`src/rtl/bitstream_byte_fetch_pkg.sv`:
```
// Shared constants and types for the slice-data byte feeder of the
// bypass-bin / arithmetic decoder datapath.
package bitstream_byte_fetch_pkg;

    localparam int unsigned BYTE_W     = 8;
    localparam int unsigned WORD_BYTES = 4;
    localparam int unsigned WORD_W     = BYTE_W * WORD_BYTES;

    // Byte delivered to the decoder once the slice data is exhausted.
    localparam logic [BYTE_W-1:0] STUFF_BYTE = 8'h00;

    // Slice-stream word handshake as seen on the input side.
    typedef struct packed {
        logic [WORD_W-1:0] data;
        logic              valid;
        logic              last;
        logic [2:0]        nbytes;
    } slice_word_t;

    // Number of bytes a word contributes: only a final word may be short,
    // and an out-of-range count on a final word falls back to a full word.
    function automatic logic [2:0] word_push_count(input logic last,
                                                   input logic [2:0] nbytes);
        if (last && (nbytes != 3'd0) && (nbytes <= 3'd4)) begin
            return nbytes;
        end
        return 3'd4;
    endfunction

endpackage

```
`src/rtl/bitstream_byte_fetch_byte_fifo.sv`:
```
// Byte FIFO with up-to-4-byte push (MSB byte first) and single-byte pop.
// Pointers carry a wrap bit so occupancy is a plain pointer difference.
module byte_fifo
    import bitstream_byte_fetch_pkg::*;
#(
    parameter  int unsigned DEPTH = 8,
    localparam int unsigned LVL_W = $clog2(DEPTH) + 1
) (
    input  logic              clk_i,
    input  logic              rst_ni,
    input  logic              flush_i,
    input  logic [2:0]        push_n_i,
    input  logic [WORD_W-1:0] push_data_i,
    input  logic              pop_i,
    output logic [BYTE_W-1:0] head_o,
    output logic              empty_o,
    output logic [LVL_W-1:0]  level_next_o,
    output logic [LVL_W-1:0]  free_next_o
);

    localparam int unsigned AW = LVL_W - 1;

    logic [LVL_W-1:0]  wr_ptr_q, wr_ptr_d;
    logic [LVL_W-1:0]  rd_ptr_q, rd_ptr_d;
    logic [BYTE_W-1:0] mem_q [DEPTH];
    logic [AW-1:0]     wr_idx [WORD_BYTES];
    logic              empty;

    assign empty   = (wr_ptr_q == rd_ptr_q);
    assign empty_o = empty;
    assign head_o  = mem_q[rd_ptr_q[AW-1:0]];

    // Next pointers, write slot addresses and next-state occupancy/free space.
    always_comb begin
        for (int unsigned i = 0; i < WORD_BYTES; i++) begin
            wr_idx[i] = wr_ptr_q[AW-1:0] + AW'(i);
        end
        if (flush_i) begin
            wr_ptr_d = '0;
            rd_ptr_d = '0;
        end else begin
            wr_ptr_d = wr_ptr_q + LVL_W'(push_n_i);
            rd_ptr_d = rd_ptr_q + LVL_W'(pop_i && !empty);
        end
        level_next_o = wr_ptr_d - rd_ptr_d;
        free_next_o  = LVL_W'(DEPTH) - level_next_o;
    end

    // Pointer registers.
    always_ff @(posedge clk_i or negedge rst_ni) begin
        if (!rst_ni) begin
            wr_ptr_q <= '0;
            rd_ptr_q <= '0;
        end else begin
            wr_ptr_q <= wr_ptr_d;
            rd_ptr_q <= rd_ptr_d;
        end
    end

    // Byte storage: byte i of the push comes from word lane [31-8i -: 8].
    always_ff @(posedge clk_i) begin
        for (int unsigned i = 0; i < WORD_BYTES; i++) begin
            if (!flush_i && (3'(i) < push_n_i)) begin
                mem_q[wr_idx[i]] <= push_data_i[BYTE_W*(WORD_BYTES-1-i) +: BYTE_W];
            end
        end
    end

endmodule

```
`src/rtl/bitstream_byte_fetch.sv`:
```
// Slice-data byte feeder: unpacks 32-bit stream words into a byte FIFO and
// serves one byte per decoder request, stuffing 0x00 past end of slice.
module bitstream_byte_fetch
    import bitstream_byte_fetch_pkg::*;
#(
    parameter int unsigned FIFO_DEPTH = 8,
    parameter int unsigned CNT_W      = 32
) (
    input  logic              clk_i,
    input  logic              rst_ni,
    input  logic              start_i,
    input  logic [WORD_W-1:0] word_i,
    input  logic              word_valid_i,
    input  logic              word_last_i,
    input  logic [2:0]        word_nbytes_i,
    output logic              word_ready_o,
    output logic [BYTE_W-1:0] byte_o,
    output logic              byte_valid_o,
    input  logic              byte_req_i,
    output logic [CNT_W-1:0]  byte_count_o,
    output logic              eos_o,
    output logic [CNT_W-1:0]  overrun_count_o
);

    localparam int unsigned LVL_W = $clog2(FIFO_DEPTH) + 1;

    slice_word_t       w;
    logic              word_ready_q, word_ready_d;
    logic              last_seen_q, last_seen_d;
    logic              eos_q, eos_d;
    logic [CNT_W-1:0]  byte_count_q, byte_count_d;
    logic [CNT_W-1:0]  overrun_q, overrun_d;
    logic              push, pop_real;
    logic [2:0]        push_n;
    logic [BYTE_W-1:0] fifo_head;
    logic              fifo_empty;
    logic [LVL_W-1:0]  level_next, free_next;

    assign w = '{data: word_i, valid: word_valid_i, last: word_last_i, nbytes: word_nbytes_i};

    byte_fifo #(
        .DEPTH (FIFO_DEPTH)
    ) u_fifo (
        .clk_i        (clk_i),
        .rst_ni       (rst_ni),
        .flush_i      (start_i),
        .push_n_i     (push_n),
        .push_data_i  (w.data),
        .pop_i        (pop_real),
        .head_o       (fifo_head),
        .empty_o      (fifo_empty),
        .level_next_o (level_next),
        .free_next_o  (free_next)
    );

    // Outputs are decoded from registered state only; start masks the
    // registered ready so no word is taken in the flush cycle.
    assign word_ready_o    = word_ready_q && !start_i;
    assign byte_valid_o    = eos_q || !fifo_empty;
    assign byte_o          = (eos_q || fifo_empty) ? STUFF_BYTE : fifo_head;
    assign byte_count_o    = byte_count_q;
    assign eos_o           = eos_q;
    assign overrun_count_o = overrun_q;

    // Handshakes, end-of-stream tracking and counter next-state.
    always_comb begin
        push     = w.valid && word_ready_q && !start_i;
        push_n   = push ? word_push_count(w.last, w.nbytes) : 3'd0;
        pop_real = byte_req_i && !fifo_empty && !eos_q && !start_i;

        last_seen_d  = start_i ? 1'b0 : (last_seen_q || (push && w.last));
        word_ready_d = (free_next >= LVL_W'(WORD_BYTES)) && !last_seen_d;
        eos_d        = start_i ? 1'b0 : (eos_q || (last_seen_q && (level_next == '0)));

        byte_count_d = byte_count_q;
        overrun_d    = overrun_q;
        if (start_i) begin
            byte_count_d = '0;
            overrun_d    = '0;
        end else begin
            if (pop_real) begin
                byte_count_d = byte_count_q + CNT_W'(1);
            end
            if (eos_q && byte_req_i && (overrun_q != '1)) begin
                overrun_d = overrun_q + CNT_W'(1);
            end
        end
    end

    // Control and counter registers.
    always_ff @(posedge clk_i or negedge rst_ni) begin
        if (!rst_ni) begin
            word_ready_q <= 1'b0;
            last_seen_q  <= 1'b0;
            eos_q        <= 1'b0;
            byte_count_q <= '0;
            overrun_q    <= '0;
        end else begin
            word_ready_q <= word_ready_d;
            last_seen_q  <= last_seen_d;
            eos_q        <= eos_d;
            byte_count_q <= byte_count_d;
            overrun_q    <= overrun_d;
        end
    end

endmodule

```
`config.mk`:
```
export PLATFORM = sky130hd
export DESIGN_NAME = bitstream_byte_fetch
export DESIGN_NICKNAME = d
export VERILOG_FILES = /design/src/rtl/bitstream_byte_fetch_pkg.sv /design/src/rtl/bitstream_byte_fetch_byte_fifo.sv /design/src/rtl/bitstream_byte_fetch.sv
export SDC_FILE = /design/constraint.sdc
export NUM_CORES = 1
export LEC_CHECK = 0
export ABC_CLOCK_PERIOD_IN_PS = 4300
export CAP_MARGIN = 40
export CORE_MARGIN = 1.5
export CORE_UTILIZATION = 45
export CTS_BUF_LIST = sky130_fd_sc_hd__clkbuf_8 sky130_fd_sc_hd__clkbuf_16
export CTS_CLUSTER_SIZE = 25
export DETAILED_ROUTE_END_ITERATION = 8
export PLACE_DENSITY = 0.74
export SLEW_MARGIN = 20
export SYNTH_ARGS = -nofsm -noshare
export SYNTH_HDL_FRONTEND = slang
export SYNTH_SLANG_ARGS = --single-unit
```
`constraint.sdc`:
```
create_clock -name clk_i -period 4.3 [get_ports clk_i]
set_input_delay 0.86 -clock clk_i [delete_from_list [all_inputs] [get_ports clk_i]]
set_output_delay 0.86 -clock clk_i [all_outputs]
set_load 0.02 [all_outputs]
```
; After elaboration in Yosys (flattened, before gate mapping)
; Memories as Yosys holds them, arrays and structs flattened.
; Index checks and enable logic that the tools add are counted.
[word_totals]
n_memories = 1
mem_bits_ro = 0
latchBits = 0
out_inout_bits = 75
reg_bits = 75
input_bits = 41
ram_bits = 64
[classes]
n_addsub = 9
eq_ne = 2
mux = 21
multipliers = 0
magnitude_cmp = 6
div = 0
n_reduce_logical = 30
bitwise_logic = 0
shifts = 0
[memory_table]
columns = name, words, word_bits, rd, rd_clocked_by_memory_dff, wr, line
row1 = u_fifo.mem_q, 8, 8, 1, 0, 4, bitstream_byte_fetch_byte_fifo.sv:25  ; logic [BYTE_W-1:0] mem_q [DEPTH];
[ops]
columns = operator, count
row1 = $mux W32, 4
row2 = $add A32 B1 Y32 const B, 2
row3 = $ne A32 B32 Y1 const B, 1
row4 = $logic_and A1 B1 Y1, 18
row5 = $mux W1, 11
row6 = $mux W3, 3
row7 = $mux W4, 2
row8 = $mux W8, 1
row9 = $add A3 B2 Y3 const B, 2
row10 = $lt A1 B3 Y1 const A, 2
row11 = $lt A2 B3 Y1 const A, 2
row12 = $add A4 B1 Y4, 1
row13 = $add A4 B3 Y4, 1
row14 = $eq A4 B4 Y1, 1
row15 = $ge A4 B3 Y1 const B, 1
row16 = $logic_not A1 Y1, 4
row17 = $logic_not A4 Y1, 1
row18 = $logic_or A1 B1 Y1, 4
row19 = $reduce_bool A2 Y1, 2
row20 = $sub A4 B4 Y4, 1
row21 = $sub A4 B4 Y4 const A, 1
row22 = $add A3 B1 Y3 const B, 1
row23 = $le A3 B3 Y1 const B, 1
row24 = $reduce_bool A3 Y1, 1

; Longest topological paths before layout
; Gate-level depths: netlist (run 1).
[depth]
ltp_word = 13
depth_mapped = 17
ltp_nobuf = 15

; Modules after synthesis
; A second synthesis (run 1) with hierarchy kept.
[hier_totals]
cells_unflattened = 956
area_unflattened_um2 = 9088.7
[modules_own_cells]
columns = module, n_inst, area_per_inst_um2, cells_each, seq_area_each_um2
row1 = byte_fifo, 1, 5330.1, 546, 2122.0
row2 = bitstream_byte_fetch, 1, 3758.6, 410, 1676.6

; Worst setup path after synthesis (run 1)
; Ideal clock, no wire load.
[synth_timing]
path_type = input to register
from = in start_i
to = reg word_ready_q
setup_time_ps = 94
cell_stages = 16
t_arrival_ps = 3347
t_required_ps = 4206
path_buffers = 1
slack_ps = 859
path_cell_list = and3b_1 -> buf_4 -> nand2_1 -> nor2_1 -> and2_1 -> ha_1 -> fa_1 -> nand2b_1 -> inv_1 -> ha_1 -> nor2b_1 -> o21ai_0 -> nand2b_1 -> xnor2_1 -> xnor2_1 -> a211oi_1
[synth_via]
elab_chain_cells = 9
[synth_lines]
columns = element, line
row1 = "start, declared", bitstream_byte_fetch.sv:11  ; input logic start_i,
row2 = $logic_not A1 Y1, bitstream_byte_fetch.sv:67  ; push = w.valid && word_ready_q && !start_i;
row3 = $logic_and A1 B1 Y1, bitstream_byte_fetch.sv:67
row4 = $mux W3, bitstream_byte_fetch.sv:68  ; push_n = push ? word_push_count(w.last, w.nbytes) : 3'd0;
row5 = $add A4 B3 Y4, bitstream_byte_fetch_byte_fifo.sv:42  ; wr_ptr_d = wr_ptr_q + LVL_W'(push_n_i);
row6 = $mux W4 *, bitstream_byte_fetch_byte_fifo.sv:38  ; if (flush_i) begin
row7 = net u_fifo.wr_ptr_d[1], bitstream_byte_fetch_byte_fifo.sv:23  ; logic [LVL_W-1:0] wr_ptr_q, wr_ptr_d;
row8 = $sub A4 B4 Y4 *, bitstream_byte_fetch_byte_fifo.sv:45  ; level_next_o = wr_ptr_d - rd_ptr_d;
row9 = $sub A4 B4 Y4 *, bitstream_byte_fetch_byte_fifo.sv:46  ; free_next_o = LVL_W'(DEPTH) - level_next_o;
row10 = $ge A4 B3 Y1 *, bitstream_byte_fetch.sv:72  ; word_ready_d = (free_next >= LVL_W'(WORD_BYTES)) && !last_seen_d;
row11 = $logic_and A1 B1 Y1 *, bitstream_byte_fetch.sv:72
row12 = net word_ready_d, bitstream_byte_fetch.sv:28  ; logic word_ready_q, word_ready_d;
row13 = "end signal, assigned", bitstream_byte_fetch.sv:99  ; word_ready_q <= word_ready_d;
row14 = "end, declared", bitstream_byte_fetch.sv:28
; Mark *: on every way through the listed nets, which the timed path passes. The rest lies on a longest branch.
; A chain may end at the register's enable or synchronous reset.

; Worst setup path after layout (run 1)
[layout_timing]
from = in word_valid_i
to = reg word_ready_q
[layout_via]
elab_chain_cells = 9
[layout_lines]
columns = element, line
row1 = "start, declared", bitstream_byte_fetch.sv:13  ; input logic word_valid_i,
row2 = $logic_and A1 B1 Y1 (2 in a row), bitstream_byte_fetch.sv:67
row3 = $mux W3, bitstream_byte_fetch.sv:68
row4 = $add A4 B3 Y4, bitstream_byte_fetch_byte_fifo.sv:42
row5 = $mux W4, bitstream_byte_fetch_byte_fifo.sv:38
row6 = net u_fifo.wr_ptr_d[1], bitstream_byte_fetch_byte_fifo.sv:23
row7 = $sub A4 B4 Y4, bitstream_byte_fetch_byte_fifo.sv:45
row8 = $sub A4 B4 Y4, bitstream_byte_fetch_byte_fifo.sv:46
row9 = $ge A4 B3 Y1, bitstream_byte_fetch.sv:72
row10 = $logic_and A1 B1 Y1, bitstream_byte_fetch.sv:72
row11 = net word_ready_d, bitstream_byte_fetch.sv:28
; The timed path passes the listed nets, and every way through them passes these cells.

==> impl_metrics.env, run 1 <==
export IMPL_r2r_start="u_fifo.wr_ptr_q[1]"
export IMPL_power_switching_fraction_pct=28.5
export IMPL_cells_traversed_along_the_worst_timing_path="clkdlybuf4s50_1 > and3b_1 > nand2_1 > nor2_1 > and2_1 > ha_1 > fa_1 > nand2b_1 > inv_1 > ha_1 > nor2b_1 > o21ai_0 > nand2b_1 > xnor2_1 > xnor2_1 > a211oi_1"
export IMPL_finalSetupViolCount=0
export IMPL_ir_drop_mv=0.287
export IMPL_worstPathRequired_ns=4.63
export IMPL_die_ar_um2=21300
export IMPL_number_of_buffer_and_inverter_stages_on_the_critical_path=2
export IMPL_synth_area_um2=9200
export IMPL_syn2layout_area_growth_pct=21.2
export IMPL_number_of_enable_type_register_cells_in_the_synthesized_netlist=64
export IMPL_synthesis_yosys_warnings=0
export IMPL_slew_violations=0
export IMPL_number_of_standard_cells_after_synthesis=876
export IMPL_firstDrtPassIters=8
export IMPL_worst_path_max_delay_cell="sky130_fd_sc_hd__clkdlybuf4s50_1"
export IMPL_boundaryPins=116
export IMPL_grt_pass1_vias=7037
export IMPL_detail_route_wirelength_mm=23.9
export IMPL_holdBufCountCts=0
export IMPL_terminus_of_the_critical_flop_to_flop_path="word_ready_q"
export IMPL_clkSinkCount=139
export IMPL_largest_net_degree_at_the_start_of_global_routing=79
export IMPL_drcViolationCount=0
export IMPL_fp_row_count=52
export IMPL_clockPowerShare_pct=40.9
export IMPL_pwr_density_cell_nw_per_um2=311
export IMPL_vias_per_cell=5.64
export IMPL_max_slew_worst_pin_slew_ns=0.787
export IMPL_dr_total_vias=7141
export IMPL_worst_hold_path_type="primary input to asynchronous set/reset pin"
export IMPL_die_width_um=146
export IMPL_antenna_found_initial=0
export IMPL_synthDistinctLibCells=60
export IMPL_finClkSkew_ns=0.0134
export IMPL_clk_latency_ns=0.43
export IMPL_core_region_area_um2=20200
export IMPL_root_buffer="sky130_fd_sc_hd__clkbuf_16"
export IMPL_post_route_min_period_ns=3.66
export IMPL_drtIter0Drc=444
export IMPL_reg2reg_depth=15
export IMPL_synth_seq_cells=139
export IMPL_n_antenna_cell=0
export IMPL_critPathLaunchType="primary input"
export IMPL_post_route_period_util_pct=85.2
export IMPL_clkTransAtPathRegs_ns=0.07
export IMPL_tritoncts="built"
export IMPL_p_total_uw=3460
export IMPL_critPathTopFamily="simple AND/OR/NAND/NOR gates"
export IMPL_post_cts_resize_count=0
export IMPL_routabilityCongestion=0.865
export IMPL_route_detailed_wl_per_inst_um=18.8
export IMPL_fin_tns_setup_ns=0
export IMPL_outcome="finished, final reports clean"
export IMPL_max_frequency_mhz=273
export IMPL_place_port_buffers=115
export IMPL_gr_total_overflow=0
export IMPL_critical_path_sink_type="flip-flop"
export IMPL_cellLeakagePower_uw=0.00458
export IMPL_unrepaired_setup_endpoints_after_global_routing="no"
export IMPL_syn_area_per_cell_um2=10.5
export IMPL_effective_utilization_at_floorplan_pct=45.6
export IMPL_cts_buffers_inserted=17
export IMPL_layout_drive_gt1_share_pct=12.8
export IMPL_timing_critical_path_slowest_cell_delay_ns=0.45
export IMPL_power_switching_uw=986
export IMPL_grtUsageTotal_pct=23.3
export IMPL_postRouteAntennaNets=0
export IMPL_slew_headroom_pct=47.6
export IMPL_intPower_uw=2470
export IMPL_hold_violations=0
export IMPL_die_h_um=146
export IMPL_postCtsSetupBuffers=0
export IMPL_power_share_combinational_pct=16.1
export IMPL_drv_max_cap_violation_count=0
export IMPL_async_reset_ff_share_pct=54.0
export IMPL_cts_max_path_buffers=2
export IMPL_synth_seq_area_share_pct=41.3
export IMPL_final_core_util_pct=55.2
export IMPL_mappedNetlistNets=931
export IMPL_crit_type="primary input to flip-flop"
export IMPL_reg2reg_setup_slack_ns=0.74
export IMPL_hpwlAfterDp_mm=16.7
export IMPL_num_nets_final=1038
export IMPL_holdWs_ns=0.308
export IMPL_yosys_most_used_dff="sky130_fd_sc_hd__dfrtp_1"
export IMPL_power_sequential_fraction_pct=43.0
export IMPL_cts_htree_levels=4
export IMPL_grt_pass1_wl_mm=38.5
export IMPL_critical_path_arrival_ns=3.99
export IMPL_worst_path_maximum_fanout=2
## kinds of logic after synthesis
group / synth area share [%]
compound gates: 6.01
xor+xnor: 7.10
fa+ha+maj: 2.07
buf+inv: 3.82
flops: 41.3
mux: 20.7
simple gates: 19.0
## synthesized netlist by cell type (8+ instances only)
| master | number | share of area (%) |
|---|---|---|
| sky130_fd_sc_hd__inv_1 | 14 | 0.57 |
| sky130_fd_sc_hd__clkbuf_1 | 10 | 0.41 |
| sky130_fd_sc_hd__nand2b_1 | 9 | 0.61 |
| sky130_fd_sc_hd__or3_1 | 8 | 0.54 |
| sky130_fd_sc_hd__xnor2_1 | 21 | 2.0 |
| sky130_fd_sc_hd__mux2_4 | 15 | 2.4 |
| sky130_fd_sc_hd__buf_4 | 10 | 0.82 |
| sky130_fd_sc_hd__buf_2 | 17 | 0.93 |
| sky130_fd_sc_hd__mux4_2 | 16 | 3.9 |
| sky130_fd_sc_hd__nand4_1 | 19 | 1.3 |
| sky130_fd_sc_hd__buf_1 | 8 | 0.33 |
| sky130_fd_sc_hd__mux2i_1 | 75 | 8.2 |
| sky130_fd_sc_hd__and3_1 | 11 | 0.75 |
| sky130_fd_sc_hd__nand3_1 | 39 | 2.1 |
| sky130_fd_sc_hd__xor2_1 | 48 | 4.6 |
| sky130_fd_sc_hd__dfrtp_1 | 75 | 20 |
| sky130_fd_sc_hd__nor3_2 | 9 | 0.98 |
| sky130_fd_sc_hd__o21ai_1 | 63 | 3.4 |
| sky130_fd_sc_hd__nand2_1 | 105 | 4.3 |
| sky130_fd_sc_hd__mux2_1 | 46 | 5.6 |
| sky130_fd_sc_hd__a21oi_1 | 13 | 0.71 |
| sky130_fd_sc_hd__edfxtp_1 | 64 | 21 |
| sky130_fd_sc_hd__nor2_1 | 84 | 3.4 |
| sky130_fd_sc_hd__nor2b_1 | 9 | 0.61 |
| sky130_fd_sc_hd__ha_1 | 12 | 1.6 |
## sequential cells by signal, summed over array words and instances, names as in the netlist
| register | flops |
|---|---|
| eos_o | 1 |
| word_ready_q | 1 |
| u_fifo.mem_q | 64 |
| u_fifo.rd_ptr_q | 4 |
| last_seen_q | 1 |
| byte_count_o | 32 |
| overrun_count_o | 32 |
| u_fifo.wr_ptr_q | 4 |
## worst max-delay path by stage
stage | from | end | slack, ns | depth (start not counted)
after floorplan | start_i | word_ready_q | 0.86 | 16
after global placement | word_valid_i | word_ready_q | 0.42 | 16
after detailed placement | word_valid_i | word_ready_q | 0.28 | 16
after CTS | u_fifo.rd_ptr_q[0] | byte_o[2] | 0.68 | 6
after global routing | word_valid_i | word_ready_q | 0.43 | 16
final | word_valid_i | word_ready_q | 0.64 | 16
## final cells by class
type                    instances  area, µm²
repair buffers                139       1340
inverters                      15       56.3
multi-input cells             671       5040
flip-flops and latches        139       3800
clock inverters                14        123
fillers                      1749       9030
well taps                     270        338
clock buffers                  18        439
## layout by cell type, fill, tap and decap left out, types with 9 or more instances in the layout
cell and instances:
sky130_fd_sc_hd__clkdlybuf4s50_1 113, sky130_fd_sc_hd__nand2_1 105, sky130_fd_sc_hd__nor2_1 84, sky130_fd_sc_hd__mux2i_1 75, sky130_fd_sc_hd__dfrtp_1 75, sky130_fd_sc_hd__edfxtp_1 64
sky130_fd_sc_hd__o21ai_1 63, sky130_fd_sc_hd__xor2_1 48, sky130_fd_sc_hd__mux2_1 46, sky130_fd_sc_hd__nand3_1 39, sky130_fd_sc_hd__buf_4 24, sky130_fd_sc_hd__xnor2_1 21
sky130_fd_sc_hd__nand4_1 19, sky130_fd_sc_hd__clkbuf_16 17, sky130_fd_sc_hd__mux4_2 16, sky130_fd_sc_hd__mux2_4 15, sky130_fd_sc_hd__inv_1 14, sky130_fd_sc_hd__a21oi_1 13
sky130_fd_sc_hd__ha_1 12, sky130_fd_sc_hd__and3_1 11, sky130_fd_sc_hd__nand2b_1 9, sky130_fd_sc_hd__nor3_2 9, sky130_fd_sc_hd__nor2b_1 9
## power groups by stage
stage	Combinational, µW	Sequential [µW]	Clock [µW]
after floorplan	355	1500	0
after global placement	541	1510	0
after detailed placement	555	1510	0
after CTS	558	1490	1430
after global routing	601	1490	1500
final	558	1490	1410
## per-stage QoR
step                      worst slack (ns)  area (µm²)  std cells
after detailed placement             0.279       10600       1234
after global placement               0.422       10600       1233
after global routing                 0.432       11100       1266
after CTS                            0.683       11100       1266
final                                0.638       11100       1266
after floorplan                      0.859        9200        876
## layer usage
metal | wire [µm] | global-route usage, % | vias up
li1 | - | - | 3344
met2 | 11300 | 37.6 | 289
met4 | 592 | 8.88 | 0
met1 | 10400 | 31.1 | 3460
met5 | 0 | 0 | -
met3 | 1530 | 4.36 | 48
Power figures use the tool's default switching activity.
==> inputs of run 2 (changes only) <==
--- a/config.mk
+++ b/config.mk
@@ -5,13 +5,14 @@
 export SDC_FILE = /design/constraint.sdc
 export NUM_CORES = 1
 export LEC_CHECK = 0
-export ABC_CLOCK_PERIOD_IN_PS = 4300
-export CAP_MARGIN = 40
+export ABC_CLOCK_PERIOD_IN_PS = 4700
+export CAP_MARGIN = 20
 export CORE_MARGIN = 1.5
 export CORE_UTILIZATION = 45
 export CTS_BUF_LIST = sky130_fd_sc_hd__clkbuf_8 sky130_fd_sc_hd__clkbuf_16
 export CTS_CLUSTER_SIZE = 25
 export DETAILED_ROUTE_END_ITERATION = 8
+export GPL_TIMING_DRIVEN = 1
 export PLACE_DENSITY = 0.74
 export SLEW_MARGIN = 20
 export SYNTH_ARGS = -nofsm -noshare
==> constraint.sdc (replaced) <==
create_clock -name clk_i -period 4.7 [get_ports clk_i]
set_input_delay 0.94 -clock clk_i [delete_from_list [all_inputs] [get_ports clk_i]]
set_output_delay 0.94 -clock clk_i [all_outputs]
set_load 0.02 [all_outputs]
==> impl_metrics.env, run 2 (synthesis gave the netlist of run 1 again) <==
export IMPL_post_route_period_util_pct=80.2
export IMPL_cellLeakagePower_uw=0.00455
export IMPL_timing_critical_path_slowest_cell_delay_ns=0.58
export IMPL_met3_wirelength_mm=1.81
export IMPL_critical_path_arrival_ns=4.09
export IMPL_met2_wl_post_dr_mm=11.5
export IMPL_critPathLaunchType="flip-flop"
export IMPL_max_slew_worst_pin_slew_ns=0.934
export IMPL_post_route_min_period_ns=3.77
export IMPL_slew_violations=0
export IMPL_clkTransAtPathRegs_ns=0.06
export IMPL_crit_type="flip-flop to flip-flop"
export IMPL_die_h_um=146
export IMPL_outcome="finished, final reports clean"
export IMPL_finalSetupViolCount=0
export IMPL_cells_traversed_along_the_worst_timing_path="xor2_2 > o41ai_2 > buf_4 > inv_2 > nand2_1 > nor2_1 > ha_1 > ha_1 > nand2b_1 > ha_1 > nor2b_1 > o21ai_0 > nand2b_1 > xnor2_1 > xnor2_1 > a211oi_1"
export IMPL_pwr_density_cell_nw_per_um2=287
export IMPL_route_layer_met1_wl_mm=9.99
export IMPL_mostFrequentLayoutCells="sky130_fd_sc_hd__clkdlybuf4s50_1, sky130_fd_sc_hd__nand2_1, sky130_fd_sc_hd__nor2_1, sky130_fd_sc_hd__mux2i_1, sky130_fd_sc_hd__dfrtp_1"
export IMPL_critical_path_sink_type="flip-flop"
export IMPL_die_width_um=146
export IMPL_tritoncts="built"
export IMPL_grt_pass1_wl_mm=38.3
export IMPL_drv_max_cap_violation_count=0
export IMPL_route_detailed_wl_per_inst_um=19.2
export IMPL_cts_max_path_buffers=2
export IMPL_final_core_util_pct=55.0
export IMPL_routabilityCongestion=0.896
export IMPL_post_cts_resize_count=0
export IMPL_layout_drive_gt1_share_pct=12.0
export IMPL_grt_pass1_vias=7139
export IMPL_dr_total_vias=7151
export IMPL_clk_latency_ns=0.43
export IMPL_firstDrtPassIters=6
export IMPL_hpwlAfterDp_mm=16.4
export IMPL_gr_total_overflow=0
export IMPL_clkSinkCount=139
export IMPL_worst_path_maximum_fanout=13
export IMPL_die_ar_um2=21300
export IMPL_largest_register_ff_count=64
export IMPL_slew_headroom_pct=37.7
export IMPL_effective_utilization_at_floorplan_pct=45.6
export IMPL_max_frequency_mhz=265
export IMPL_core_region_area_um2=20200
export IMPL_top_signal_layer_used="met4"
export IMPL_unrepaired_setup_endpoints_after_global_routing="no"
export IMPL_cts_buffers_inserted=17
export IMPL_final_common_cell="sky130_fd_sc_hd__clkdlybuf4s50_1"
export IMPL_grtUsageTotal_pct=23.3
export IMPL_vias_per_cell=5.68
export IMPL_cts_htree_levels=4
export IMPL_fin_tns_setup_ns=0
export IMPL_worstPathRequired_ns=5.02
export IMPL_number_of_buffer_and_inverter_stages_on_the_critical_path=2
export IMPL_ir_drop_mv=0.238
export IMPL_worst_path_max_delay_cell="sky130_fd_sc_hd__dfrtp_1"
export IMPL_largest_net_degree_at_the_start_of_global_routing=79
export IMPL_syn2layout_area_growth_pct=20.5
export IMPL_antenna_found_initial=0
export IMPL_drcViolationCount=0
export IMPL_postRouteAntennaNets=0
export IMPL_timing_final_ws_setup_ns=0.931
export IMPL_hold_violations=0
export IMPL_boundaryPins=116
export IMPL_root_buffer="sky130_fd_sc_hd__clkbuf_16"
export IMPL_place_port_buffers=115
export IMPL_fp_row_count=52
export IMPL_postCtsSetupBuffers=0
export IMPL_drtIter0Drc=655
export IMPL_n_antenna_cell=0
export IMPL_worst_hold_path_type="flip-flop to flip-flop"
export IMPL_critPathTopFamily="compound AO/OA/AOI/OAI gates"
export IMPL_cell_seen_most_often_among_critical_path_stages="sky130_fd_sc_hd__ha_1"
export IMPL_dp_worst_setup_slack_ns=0.541
export IMPL_finClkSkew_ns=0.00952
export IMPL_detail_route_wirelength_mm=24.1
export IMPL_num_nets_final=1031
export IMPL_holdBufCountCts=0
-- run 2: changes by cell type in the layout (fill, tap and decap cells not counted), sizes merged --
cell | previous run | this run
buf | 26 | 19
bufinv | 0 | 1
inv | 26 | 21
clkinvlp | 1 | 0
clkbuf | 18 | 19
clkinv | 2 | 5
-- run 2: cell type report --
| type | count | area (µm²) |
|---|---|---|
| repair buffers | 132 | 1270 |
| fillers | 1745 | 9090 |
| inverters | 15 | 56.3 |
| multi-input cells | 671 | 5040 |
| well taps | 270 | 338 |
| clock inverters | 12 | 110 |
| clock buffers | 19 | 464 |
| flip-flops and latches | 139 | 3800 |
-- run 2: tightest hold or removal path: stages (launching register included) --
cell                      delay (ns)
sky130_fd_sc_hd__dfrtp_1        0.37
sky130_fd_sc_hd__xor2_1         0.08
sky130_fd_sc_hd__nor2_1         0.07
-- run 2: path summary, 6_finish.rpt --
check	cells after the start	slack, ns	end	startpoint
max reg2reg	16	0.93	word_ready_q	u_fifo.wr_ptr_q[1]
min in group asynchronous	1	0.66	overrun_count_o[21]	rst_ni
max in group asynchronous	1	3.45	byte_count_o[5]	rst_ni
min reg2reg	2	0.56	byte_count_o[31]	byte_count_o[31]
max	16	0.93	word_ready_q	u_fifo.wr_ptr_q[1]
min	2	0.56	byte_count_o[31]	byte_count_o[31]
-- run 2: layer usage --
metal  GRT usage, %  up-vias
met5              0        -
met4           10.3        0
met3           4.55       57
met2           37.9      320
met1           30.2     3442
li1               -     3332
-- run 2: report_power, final --
group | total, µW | internal (µW) | leakage, µW | switching [µW]
combinational | 508 | 212 | 0.00264 | 296
clock | 1310 | 775 | 0.000290 | 537
sequential | 1360 | 1340 | 0.00163 | 23.7
total | 3180 | 2320 | 0.00455 | 856
-- run 2: metrics by stage --
step           instances  power (µW)  hold WS [ns]  instance area [µm²]
5_1_grt             1258        3300         0.591                11100
3_5_place_dp        1227        1890         0.550                10500
3_3_place_gp        1227        1880         0.536                10500
4_1_cts             1258        3200         0.564                11100
2_1_floorplan        876        1700         0.496                 9200
6_report            1258        3180         0.558                11100
==> patch: new RTL, config.mk and constraints of run 1 <==
The parameter `CNT_W` goes from 32 to 16.
--- a/src/rtl/bitstream_byte_fetch.sv
+++ b/src/rtl/bitstream_byte_fetch.sv
@@ -4,7 +4,7 @@
     import bitstream_byte_fetch_pkg::*;
 #(
     parameter int unsigned FIFO_DEPTH = 8,
-    parameter int unsigned CNT_W      = 32
+    parameter int unsigned CNT_W      = 16
 ) (
     input  logic              clk_i,
     input  logic              rst_ni,
Interface: changed (resized byte_count_o and overrun_count_o); port bits go from 116 to 84. The function was not compared with the original's and may differ.
==> patch against run 1 <==
- synthesized area is 18% lower
- sequential cell count is 32 lower
- via count is 18% lower
- clock power is 43% lower
- clock skew is 0.00059 ns lower
- worst setup slack worse by 0.041 ns
- combinational power is 4.3% lower
- synthesized cell count is 18% lower
- routed wire length is 13% lower
- hold slack better by 0.19 ns
- power is 27% lower
- design area is 22% lower
==> patch: results (changes against run 1) <==
outcome finished clean; Gate Count Post-Synth 717 (-18%); leakage 3.534 nW (-23%); peak supply drop 0.1916 mV (-33%); register area share after synthesis 39.95% (-1.4 points); P_comb 534 µW (-4.3%); GP Congestion 0.9221 (+6.6%); top cells by count, synth 96 x nand2_1, 75 x mux2i_1, 64 x edfxtp_1; sequential share of power 46.9% (+3.9 points); Synth top area share 25.61% (+4.7 points); vias in the first global route 5591 (-21%); Synth Area in XOR/XNOR 4.436% (-2.7 points); mux share of post-synthesis cell area 24.56% (+3.9 points); share of cells above drive strength 1 14.00% (+1.2 points); WL final 20680 µm (-13%); Initial DRC Count 578 (+30%); Port Buffers 83 (-28%); Clock Latency Late Sink 0.37 ns (-0.06 ns); synth top area cells edfxtp_1 26%, dfrtp_1 14%, mux2i_1 10%; 1st-pass router iterations 5 (-3); DR vias/cell 5.815 (+3.1%); final clock skew 0.01280 ns (-0.0005863 ns); Die X 132.1 µm (-9.5%); final setup TNS 0 ns (unchanged); drt wl/cell 20.41 µm (+8.3%); reg-to-reg setup timing slack 0.78 ns (+0.04 ns); Post-synth ARST share 40.19% (-14 points); Setup crit start start_i; pin count of the biggest net entering global routing 49 (-38%); all-layer global routing usage 24.14% (+0.87 points); final net count 843 (-19%); Final HPWL DP 13870 µm (-17%); area of placed instances 8389 µm² (-21%); Unique masters post-synth 53 (-12%); Synth Net Count 772 (-17%); worst slew pin tran 0.7092 ns (-0.07743 ns); Pwr Density 291.3 nW/µm² (-6.2%); data arrival time of the worst path 3.98 ns (about the same); Synth Area in Compound Gates 6.620% (+0.61 points); Inst Count DP 996 (-19%); cts bufs inserted 9 (-8); worst hold slack 0.4942 ns (+0.1863 ns); first-pass GRT wire length 32150 µm (-16%); reg2reg path depth 16 (+1); htree depth 3 (-1); fill count 1445 (-17%)
## patch: cell types whose count changed in the layout (fill, tap and decap cells not counted), sizes merged, moves of 11 or more
| cell | change |
|---|---|
| inv | -11 |
| nor2 | -26 |
| nand3 | -25 |
| xor2 | -28 |
| clkdlybuf4s50 | -31 |
| dfrtp | -32 |
## patch: routing by layer
| metal | up-vias | track usage (%) | wire length (µm) |
|---|---|---|---|
| li1 | 2713 | - | - |
| met1 | 2780 | 33.20 | 8511 |
| met2 | 345 | 37.43 | 9536 |
| met3 | 53 | 5.344 | 1998 |
| met4 | 0 | 9.012 | 630 |
| met5 | - | 0 | 0 |
## patch: critical path, cell delays in order
cell and delay (ns):
clkdlybuf4s50_1 0.42, nor2b_1 0.15, and2_1 0.16, nand2_1 0.05, nor2_1 0.13, and2_1 0.16
ha_1 0.18, fa_1 0.42, nand2b_1 0.14, inv_1 0.07, ha_1 0.26, nor2b_1 0.12
o21ai_0 0.14, nand2b_1 0.09, xnor2_1 0.26, xnor2_1 0.13, a211oi_1 0.24
## patch: cell families after synthesis
| logic type | after synthesis |
|---|---|
| AND/OR/NAND/NOR | 245 |
| AO/OA/AOI/OAI | 94 |
| buffers and inverters | 63 |
| adder cells (fa/ha/maj) | 14 |
| multiplexers | 156 |
| XOR/XNOR | 38 |
| flip-flops | 107 |
## patch: final cells by class
class / count / share of cell area (%)
inverters: 13 / 0.5621
repair buffers: 110 / 12.05
multi-input cells: 547 / 46.38
clock inverters: 7 / 0.7063
flip-flops and latches: 107 / 34.53
well taps: 220 / 3.171
clock buffers: 9 / 2.594
## patch: stage by stage
step	utilization, %	worst slack (ns)
after floorplan	-	0.5661
after global placement	50.96	0.3174
after detailed placement	51.13	0.2186
after global routing	52.91	0.2589
final	52.91	0.5968
after CTS	52.88	0.5963
